### src/rtl/pipe_ctrl_pkg.sv
`default_nettype none
// ============================================================================
//  Module      : pipe_ctrl_pkg
//  Description : Shared types for the 5-stage pipeline hazard controller:
//                scoreboard slot record, sequencer states, bubble constant
//                and the source/destination match helper.
//  Revision    : 1.0 - initial release
// ============================================================================
package pipe_ctrl_pkg;

    // One in-flight instruction as seen by the hazard logic
    typedef struct packed {
        logic       wr;
        logic [4:0] rd;
        logic       load;
    } slot_t;

    typedef enum logic [0:0] {
        RUN      = 1'b0,
        MEM_WAIT = 1'b1
    } state_t;

    localparam slot_t BUBBLE_SLOT = '{wr: 1'b0, rd: 5'd0, load: 1'b0};

    // A source read collides with a slot only if it is really read, the slot
    // really writes, the indices agree and the index is not the zero register
    function automatic logic slot_match(input slot_t slot, input logic [4:0] rs,
                                        input logic used);
        return used & slot.wr & (slot.rd == rs) & (rs != 5'd0);
    endfunction

endpackage
`default_nettype wire

### src/rtl/hazard_scoreboard.sv
`default_nettype none
// ============================================================================
//  Module      : hazard_scoreboard
//  Description : Three-slot (EX/MEM/WB) destination scoreboard and RAW
//                hazard detection against the instruction in ID.
//  Revision    : 1.0 - initial release
// ============================================================================
module hazard_scoreboard
    import pipe_ctrl_pkg::*;
#(
    parameter int FORWARD_EN = 1
) (
    input  logic       clk,
    input  logic       rst_n,
    input  logic       advance,
    input  slot_t      ex_next,
    input  logic       id_valid,
    input  logic [4:0] id_rs1,
    input  logic [4:0] id_rs2,
    input  logic       id_rs1_used,
    input  logic       id_rs2_used,
    output logic       hazard
);

    slot_t r_ex;
    slot_t r_mem;
    slot_t r_wb;
    logic  w_ex_hit;
    logic  w_mem_hit;
    logic  w_unused;

    // Shift the slots one stage on every non-frozen cycle
    always_ff @(posedge clk or negedge rst_n) begin
        if (!rst_n) begin
            r_ex  <= BUBBLE_SLOT;
            r_mem <= BUBBLE_SLOT;
            r_wb  <= BUBBLE_SLOT;
        end else if (advance) begin
            r_wb  <= r_mem;
            r_mem <= r_ex;
            r_ex  <= ex_next;
        end
    end

    assign w_ex_hit  = slot_match(r_ex,  id_rs1, id_rs1_used) | slot_match(r_ex,  id_rs2, id_rs2_used);
    assign w_mem_hit = slot_match(r_mem, id_rs1, id_rs1_used) | slot_match(r_mem, id_rs2, id_rs2_used);

    // WB never stalls: the register file writes before it is read
    assign w_unused = ^{r_wb, r_mem};

    generate
        if (FORWARD_EN != 0) begin : g_forward
            // Bypass covers everything except a load still in EX
            assign hazard = id_valid & r_ex.load & w_ex_hit;
        end else begin : g_no_forward
            assign hazard = id_valid & (w_ex_hit | w_mem_hit);
        end
    endgenerate

endmodule
`default_nettype wire

### src/rtl/pipeline_hazard_ctrl.sv
`default_nettype none
// ============================================================================
//  Module      : pipeline_hazard_ctrl
//  Description : Stall/flush sequencer for a 5-stage RISC-V pipeline.
//                Memory-wait FSM, freeze/redirect/hazard priority mux,
//                saturating performance counters and a sticky timeout flag.
//  Revision    : 1.0 - initial release
// ============================================================================
module pipeline_hazard_ctrl
    import pipe_ctrl_pkg::*;
#(
    parameter int FORWARD_EN  = 1,
    parameter int MEM_TIMEOUT = 255,
    parameter int CNT_W       = 32
) (
    input  logic             clk,
    input  logic             rst_n,
    input  logic             id_valid,
    input  logic [4:0]       id_rs1,
    input  logic [4:0]       id_rs2,
    input  logic             id_rs1_used,
    input  logic             id_rs2_used,
    input  logic [4:0]       id_rd,
    input  logic             id_regwrite,
    input  logic             id_is_load,
    input  logic             ex_redirect,
    input  logic             mem_req,
    input  logic             MIO_ready,
    output logic             pc_en,
    output logic             ifid_en,
    output logic             idex_en,
    output logic             exmem_en,
    output logic             memwb_en,
    output logic             ifid_flush,
    output logic             idex_flush,
    output logic             mem_timeout,
    output logic [CNT_W-1:0] stall_cnt,
    output logic [CNT_W-1:0] flush_cnt,
    output logic [CNT_W-1:0] wait_cnt
);

    localparam logic [CNT_W-1:0] CNT_ONE   = {{(CNT_W-1){1'b0}}, 1'b1};
    localparam logic [CNT_W-1:0] CNT_MAX   = {CNT_W{1'b1}};
    localparam logic [31:0]      TMO_LIMIT = 32'(MEM_TIMEOUT);

    state_t           r_state;
    state_t           w_state_next;
    logic             w_freeze;
    logic             w_hazard;
    logic             w_do_redirect;
    logic             w_do_hazard;
    logic             w_normal;
    logic             w_tmo_hit;
    slot_t            w_ex_next;
    logic [7:0]       r_wait_tmr;
    logic             r_mem_timeout;
    logic [CNT_W-1:0] r_stall_cnt;
    logic [CNT_W-1:0] r_flush_cnt;
    logic [CNT_W-1:0] r_wait_cnt;

    assign w_freeze      = mem_req & ~MIO_ready;
    assign w_do_redirect = ~w_freeze & ex_redirect;
    assign w_do_hazard   = ~w_freeze & ~ex_redirect & w_hazard;
    assign w_normal      = ~w_freeze & ~ex_redirect & ~w_hazard;

    // Only a normally issued instruction enters EX; anything else is a bubble
    assign w_ex_next = w_normal ? '{wr:   id_valid & id_regwrite & (id_rd != 5'd0),
                                    rd:   id_rd,
                                    load: id_is_load}
                                : BUBBLE_SLOT;

    hazard_scoreboard #(
        .FORWARD_EN (FORWARD_EN)
    ) u_scoreboard (
        .clk         (clk),
        .rst_n       (rst_n),
        .advance     (~w_freeze),
        .ex_next     (w_ex_next),
        .id_valid    (id_valid),
        .id_rs1      (id_rs1),
        .id_rs2      (id_rs2),
        .id_rs1_used (id_rs1_used),
        .id_rs2_used (id_rs2_used),
        .hazard      (w_hazard)
    );

    // FSM state register
    always_ff @(posedge clk or negedge rst_n) begin
        if (!rst_n) begin
            r_state <= RUN;
        end else begin
            r_state <= w_state_next;
        end
    end

    // FSM next-state: enter on a stalled access, leave once memory is ready
    always_comb begin
        w_state_next = r_state;
        case (r_state)
            RUN:      if (w_freeze)  w_state_next = MEM_WAIT;
            MEM_WAIT: if (MIO_ready) w_state_next = RUN;
            default:  w_state_next = RUN;
        endcase
    end

    // FSM outputs: priority freeze > redirect > hazard > normal, all off in reset
    always_comb begin
        pc_en      = 1'b0;
        ifid_en    = 1'b0;
        idex_en    = 1'b0;
        exmem_en   = 1'b0;
        memwb_en   = 1'b0;
        ifid_flush = 1'b0;
        idex_flush = 1'b0;
        if (rst_n && !w_freeze) begin
            idex_en  = 1'b1;
            exmem_en = 1'b1;
            memwb_en = 1'b1;
            if (ex_redirect) begin
                pc_en      = 1'b1;
                ifid_en    = 1'b1;
                ifid_flush = 1'b1;
                idex_flush = 1'b1;
            end else if (w_hazard) begin
                idex_flush = 1'b1;
            end else begin
                pc_en   = 1'b1;
                ifid_en = 1'b1;
            end
        end
    end

    // Timer counts cycles that end in MEM_WAIT; flag trips when it reaches the limit
    assign w_tmo_hit = (w_state_next == MEM_WAIT) &&
                       ((32'(r_wait_tmr) + 32'd1) >= TMO_LIMIT);

    // Wait timer and sticky timeout flag
    always_ff @(posedge clk or negedge rst_n) begin
        if (!rst_n) begin
            r_wait_tmr    <= 8'd0;
            r_mem_timeout <= 1'b0;
        end else begin
            if (w_state_next == MEM_WAIT) begin
                if (r_wait_tmr != 8'hFF) r_wait_tmr <= r_wait_tmr + 8'd1;
            end else begin
                r_wait_tmr <= 8'd0;
            end
            if (w_tmo_hit) r_mem_timeout <= 1'b1;
        end
    end

    // Saturating performance counters
    always_ff @(posedge clk or negedge rst_n) begin
        if (!rst_n) begin
            r_stall_cnt <= '0;
            r_flush_cnt <= '0;
            r_wait_cnt  <= '0;
        end else begin
            if (w_do_hazard   && r_stall_cnt != CNT_MAX) r_stall_cnt <= r_stall_cnt + CNT_ONE;
            if (w_do_redirect && r_flush_cnt != CNT_MAX) r_flush_cnt <= r_flush_cnt + CNT_ONE;
            if (w_freeze      && r_wait_cnt  != CNT_MAX) r_wait_cnt  <= r_wait_cnt  + CNT_ONE;
        end
    end

    assign mem_timeout = r_mem_timeout;
    assign stall_cnt   = r_stall_cnt;
    assign flush_cnt   = r_flush_cnt;
    assign wait_cnt    = r_wait_cnt;

endmodule
`default_nettype wire

### config.mk
export PLATFORM = sky130hd
export DESIGN_NAME = pipeline_hazard_ctrl
export DESIGN_NICKNAME = d
export VERILOG_FILES = /design/src/rtl/pipe_ctrl_pkg.sv /design/src/rtl/hazard_scoreboard.sv /design/src/rtl/pipeline_hazard_ctrl.sv
export SDC_FILE = /design/constraint.sdc
export NUM_CORES = 1
export LEC_CHECK = 0
export BUFFER_PORTS_ARGS = -buffer_cell sky130_fd_sc_hd__buf_2
export CAP_MARGIN = 20
export CORE_UTILIZATION = 23
export DETAILED_ROUTE_END_ITERATION = 8
export GPL_ROUTABILITY_DRIVEN = 0
export PLACE_DENSITY_LB_ADDON = 0.2
export SETUP_SLACK_MARGIN = 0.5
export SYNTH_ARGS = -nofsm -noshare
export SYNTH_HDL_FRONTEND = slang
export SYNTH_SLANG_ARGS = --single-unit
export TNS_END_PERCENT = 100
### constraint.sdc
create_clock -name clk -period 5 [get_ports clk]
set_input_delay 1.5 -clock clk [delete_from_list [all_inputs] [get_ports clk]]
set_output_delay 1.5 -clock clk [all_outputs]
set_load 0.1 [all_outputs]
==> results of run 1 <==
path summary, 6_finish.rpt:
kind | endpoint | depth (start not counted) | slack [ns]
max | idex_flush | 7 | 0.59
max in group asynchronous | r_wait_tmr[2] | 3 | 2.41
min | mem_timeout | 1 | 0.47
min reg2reg | mem_timeout | 1 | 0.47
max reg2reg | stall_cnt[1] | 5 | 2.29
min in group asynchronous | stall_cnt[0] | 2 | 1.26
layer usage:
metal	vias to the layer above	GRT usage	share of wire
met1	2132	0.1650	0.48
met2	109	0.1849	0.44
met5	-	0	0.0015
li1	2098	-	-
met4	4	0.04902	0.015
met3	18	0.04320	0.059
per-stage QoR:
| stage | power [W] | instance area, um^2 | hold WS, ns | util |
|---|---|---|---|---|
| after floorplan | 0.001533 | 5517 | 0.4727 | - |
| after global placement | 0.001669 | 6549 | 0.4606 | 0.2790 |
| after detailed placement | 0.001677 | 6549 | 0.4628 | 0.2790 |
| after CTS | 0.002914 | 7153 | 0.4758 | 0.3047 |
| after global routing | 0.002994 | 7174 | 0.4954 | 0.3057 |
| final | 0.002876 | 7177 | 0.4678 | 0.3058 |
layout make-up:
class	count	area [um^2]	area share
diodes	3	7.507	0.001046
repair buffers	131	710.7	0.09902
flip-flops and latches	113	2828	0.3940
clock inverters	10	107.6	0.01499
multi-input cells	375	2587	0.3605
inverters	14	52.55	0.007322
clock buffers	22	484.2	0.06747
well taps	319	399.1	0.05561
cell usage after synthesis (3+ instances only):
cell type    n
nor3_1      11
nor2b_1      4
mux2_2       3
nand4_1     23
and4_1      12
nor2_1      48
a22o_1       7
clkbuf_1     4
and3_1      12
nor3_2       4
nand2_1     43
nor4_2       6
nor4_1       7
o2111ai_1    3
inv_1       14
buf_2        3
dfrtp_1    113
xnor2_1     47
buf_4        4
ha_1         5
xor2_1      54
nand2b_1     3
nand3_1     42
a21oi_1      7
and2_1       4
flip-flops by register name, summed over array words and instances, names as in the netlist:
register           flops
r_wait_tmr             8
mem_timeout            1
r_state                1
stall_cnt             32
u_scoreboard.r_ex      7
wait_cnt              32
flush_cnt             32
worst reg2reg max path, delay by kind of cell, from the launching register on:
kind	cells	cell delay, ns
AND/OR/NAND/NOR	3	1.06
multiplexers	1	0.42
flip-flops	1	0.43
AO/OA/AOI/OAI	1	0.69
cells by family (layout without fill, tap and decap cells):
group,after synthesis,in the layout,synth area share
AO/OA/AOI/OAI,32,32,0.04392
XOR/XNOR,101,101,0.1609
adder cells (fa/ha/maj),5,5,0.01138
buffers and inverters,28,177,0.02298
flip-flops,113,113,0.5142
multiplexers,5,5,0.01069
other,0,3,0
AND/OR/NAND/NOR,232,232,0.2359
timing repair:
item,CTS,global route
hold buffers,0,0
pin swaps,1,1
endpoints found under the setup margin,3,3
gates resized for setup,3,4
power breakdown:
part	switching, W	internal, W
Combinational	0.000498	0.000111
Clock	0.000436	0.000781
Sequential	0.0000798	0.000970
Total	0.00101	0.00186
==> results.toml, run 1 <==
[critical_path]
cp-start-kind = "input pin"
path_buf_inv = 2
worstSetupPathType = "input pin to output port"
slowest_delay_ns = 0.31
worstReg2RegStart = "stall_cnt[5]"
cp-end-kind = "output port"
path_max_fanout = 3
cp_cell_sequence = "buf_2 -> xor2_1 -> nor4_2 -> o2111ai_2 -> and2_4 -> a21oi_2 -> buf_12"
path_delay_family = "simple AND/OR/NAND/NOR gates"
crit_arrival_ns = 2.91
cp.required_ns = 3.50
slowest_stage = "nor4_2"
startpoint = "id_rs1[2]"

[floorplanning]
die_x_um = 156.6
core_area_um2 = 23470
start_util = 0.2343
fp.dieH_um = 156.6
fp-row-count = 56
ioPinCount = 129
die-area_um2 = 24530

[synthesis]
ys_warn_count = 0
yosysTopAreaCellShare = 0.5142
ys_ff_latch = 113
ys_seq_area_frac = 0.5142
ys_top_cells_by_area = "dfrtp_1, xor2_1, xnor2_1, nand3_1, nor2_1"
yosysTopAreaCell = "dfrtp_1"
synth_nets = 546
synth_area_um2 = 5499
yosysUniqueCellTypes = 52
syn_inst = 516
synthFlopType = "dfrtp_1"
avgSynthCellArea_um2 = 10.66
synth_edf_count = 0
synth-async-reset-ratio = 1.000

[timing]
fin_crit_ns = 4.406
slew_headroom = 0.4472
tns_ns = 0
rsz0062_at_grt = "no"
finalMaxSlewViolations = 0
fin_ws_ns = 0.5938
hold_viol_final = 0
skew_ns = 0.008447
final-setup-viol-count = 0
period_share = 0.8812
clock.fmax_mhz = 227.0
worst_pin_slew_ns = 0.8291

[grt]
antenna_found_initial = 5
grt_max_degree = 63
grt_first_pass_wirelength_um = 23290
grt_pass1_vias = 4285
grt_util_all_layers = 0.1246
grt_overflow = 0

[final_layout]
drive_above_1_share = 0.2917
layout_commonest_cell = "buf_2"
final_cell_mix = "buf_2, dfrtp_1, xor2_1"
syn2layout_area_growth_pct = 30.51
finalNonFillerCells = 987
fillers = 2455
nNetsFinal = 682

[drt]
post-route-drc-count = 0
vias = 4361
drtPass1Iterations = 4
wl_um = 14680
drt_iter0_markers = 170
vias_per_cell = 4.418
ant_nets = 0
post_drt_wl_per_cell_um = 14.87

[clocking]
root_buffer = "clkbuf_16"
clk_latency_ns = 0.41
max-clock-path-buffers = 2
clock_sinks = 113
path_clk_slew_ns = 0.06
cts_buffers = 17
tritoncts = "done"
cts_setup_buffers = 0
htree_levels = 4

[placement]
place_ws_ns = 0.4088
hpwl_um = 10690
place_inst = 952
io_buffers = 128

[power]
irDropWorstVdd_v = 0.0005908
p_per_area_nw_per_um2 = 400.7
power.leakage_nw = 3.549

[run]
drv_cap = 0

[status]
status = "complete, no violations"

[hold_path]
worst_hold_path_type = "flip-flop to flip-flop"
min_from = "mem_timeout"
No activity file was read; power rests on OpenSTA's default activity.
==> inputs of run 2 (changes only) <==
--- a/config.mk
+++ b/config.mk
@@ -5,7 +5,7 @@
 export SDC_FILE = /design/constraint.sdc
 export NUM_CORES = 1
 export LEC_CHECK = 0
-export BUFFER_PORTS_ARGS = -buffer_cell sky130_fd_sc_hd__buf_2
+export BUFFER_PORTS_ARGS = -buffer_cell sky130_fd_sc_hd__buf_4
 export CAP_MARGIN = 20
 export CORE_UTILIZATION = 23
 export DETAILED_ROUTE_END_ITERATION = 8
==> results.toml, run 2 (same netlist as run 1, synthesis figures left out) <==
[critical_path]
critical_path_depth = 8
cp-end-kind = "output port"
r2r_cells = 5
startpoint = "id_rs1[0]"
rrSetupSlack_ns = 2.32
crit_arrival_ns = 2.88
worstReg2RegStart = "stall_cnt[10]"
cp_cell_sequence = "buf_4 -> nor4_2 -> nor3_1 -> o2111ai_1 -> and2_4 -> nor2_2 -> nor2_4 -> buf_12"
path_buf_inv = 2
path_delay_family = "simple AND/OR/NAND/NOR gates"
cp.required_ns = 3.50
cp-start-kind = "input pin"
slowest_stage = "nor4_2"
slowest_delay_ns = 0.27
path_max_fanout = 3
reg2reg_to = "stall_cnt[1]"
worstSetupPathType = "input pin to output port"
crit_end = "ifid_en"

[timing]
fin_crit_ns = 4.379
rsz0062_at_grt = "no"
final-setup-viol-count = 0
clock.fmax_mhz = 228.3
finalMaxSlewViolations = 0
period_share = 0.8759
tns_ns = 0
hold_viol_final = 0
worst_pin_slew_ns = 0.7898
slew_headroom = 0.4735
skew_ns = 0.007383

[drt]
ant_nets = 0
vias = 4309
drtPass1Iterations = 5
post_drt_wl_per_cell_um = 15.06
vias_per_cell = 4.384
wl_um = 14800
drt_iter0_markers = 191
post-route-drc-count = 0

[floorplanning]
core_area_um2 = 23470
start_util = 0.2343
fp.dieH_um = 156.6
ioPinCount = 129
die-area_um2 = 24530
die_x_um = 156.6
fp-row-count = 56

[final_layout]
n_antenna_cell = 0
layout_commonest_cell = "buf_4"
syn2layout_area_growth_pct = 36.31
final_cell_mix = "buf_4, dfrtp_1, xor2_1"
fillers = 2381
fin_area_um2 = 7496
final_core_util = 0.3194
nNetsFinal = 684
drive_above_1_share = 0.2861

[status]
status = "complete, no violations"

[clocking]
cts_buffers = 17
clock_sinks = 113
tritoncts = "done"
clk_latency_ns = 0.41
htree_levels = 4
root_buffer = "clkbuf_16"
path_clk_slew_ns = 0.05
max-clock-path-buffers = 2

[grt]
grt_first_pass_wirelength_um = 23520
grt_pass1_vias = 4282
grt_util_all_layers = 0.1267
grt.busiest_layer = "met2"
grt_overflow = 0
antenna_found_initial = 0
met3_usage = 0.04237
grt_max_degree = 62
globalRouteMet1Util = 0.1646
grt_util_met2 = 0.1939

[power]
p_per_area_nw_per_um2 = 395.3
power.leakage_nw = 3.596
irDropWorstVdd_v = 0.0004228

[placement]
io_buffers = 128
hpwl_um = 10810
place_area_um2 = 6829

[hold_path]
worst_hold_path_type = "flip-flop to flip-flop"

[run]
drv_cap = 0
==> run 2: cell types whose count changed in the layout (fill, tap and decap cells not counted), moves of 2 or more <==
| cell | before | now |
|---|---|---|
| buf_4 | 4 | 130 |
| buf_2 | 124 | 0 |
| clkinv_2 | 5 | 2 |
| clkinvlp_4 | 3 | 0 |
| diode_2 | 3 | 0 |
| bufinv_16 | 2 | 4 |
| clkbuf_1 | 1 | 3 |
==> run 2: metrics by stage <==
| step | std cells | setup WS (ns) | hold slack, ns | power, W |
|---|---|---|---|---|
| CTS | 982 | 0.4525 | 0.4736 | 0.003010 |
| global placement | 953 | 0.4171 | 0.4653 | 0.001702 |
| finish | 983 | 0.6207 | 0.4683 | 0.002964 |
| floorplan | 516 | 0.3883 | 0.4727 | 0.001533 |
| detailed placement | 953 | 0.3596 | 0.4604 | 0.001710 |
| global route | 983 | 0.5308 | 0.4995 | 0.003085 |
==> run 2: layer usage <==
layer | share of wire | wire (um)
met1 | 0.48 | 7073
met2 | 0.45 | 6644
met3 | 0.061 | 906
met4 | 0.012 | 175
met5 | 0 | 0
==> run 2: area by class of cell <==
| cell class | instances | area (um^2) | share of cell area |
|---|---|---|---|
| clock inverter | 6 | 130.1 | 0.01736 |
| inverter | 14 | 52.55 | 0.007011 |
| multi-input combinational | 375 | 2581 | 0.3444 |
| clock buffer | 23 | 478.0 | 0.06376 |
| timing repair buffer | 133 | 1027 | 0.1370 |
| tap | 319 | 399.1 | 0.05325 |
| sequential | 113 | 2828 | 0.3772 |
==> run 2: repair_timing <==
item	4_1_cts	5_1_grt
hold buffers	0	0
gates resized for setup	4	9
pin swaps	1	1
endpoints found under the setup margin	3	3
buffers inserted	0	1
==> run 2: worst min-delay path by stage <==
| stage | depth (start not counted) | startpoint | end |
|---|---|---|---|
| 2_1_floorplan | 1 | u_scoreboard.r_ex[0] | u_scoreboard.r_ex[0] |
| 3_5_place_dp | 1 | mem_timeout | mem_timeout |
| 5_1_grt | 1 | stall_cnt[7] | stall_cnt[7] |
| 3_3_place_gp | 1 | mem_timeout | mem_timeout |
| 6_report | 1 | mem_timeout | mem_timeout |
| 4_1_cts | 1 | mem_timeout | mem_timeout |
==> run 2: power breakdown <==
part	switching (W)	leakage, nW	internal, W	total, W
clock	0.000407	0.299	0.000863	0.00127
combinational	0.000498	1.78	0.000145	0.000643
sequential	0.0000799	1.52	0.000971	0.00105
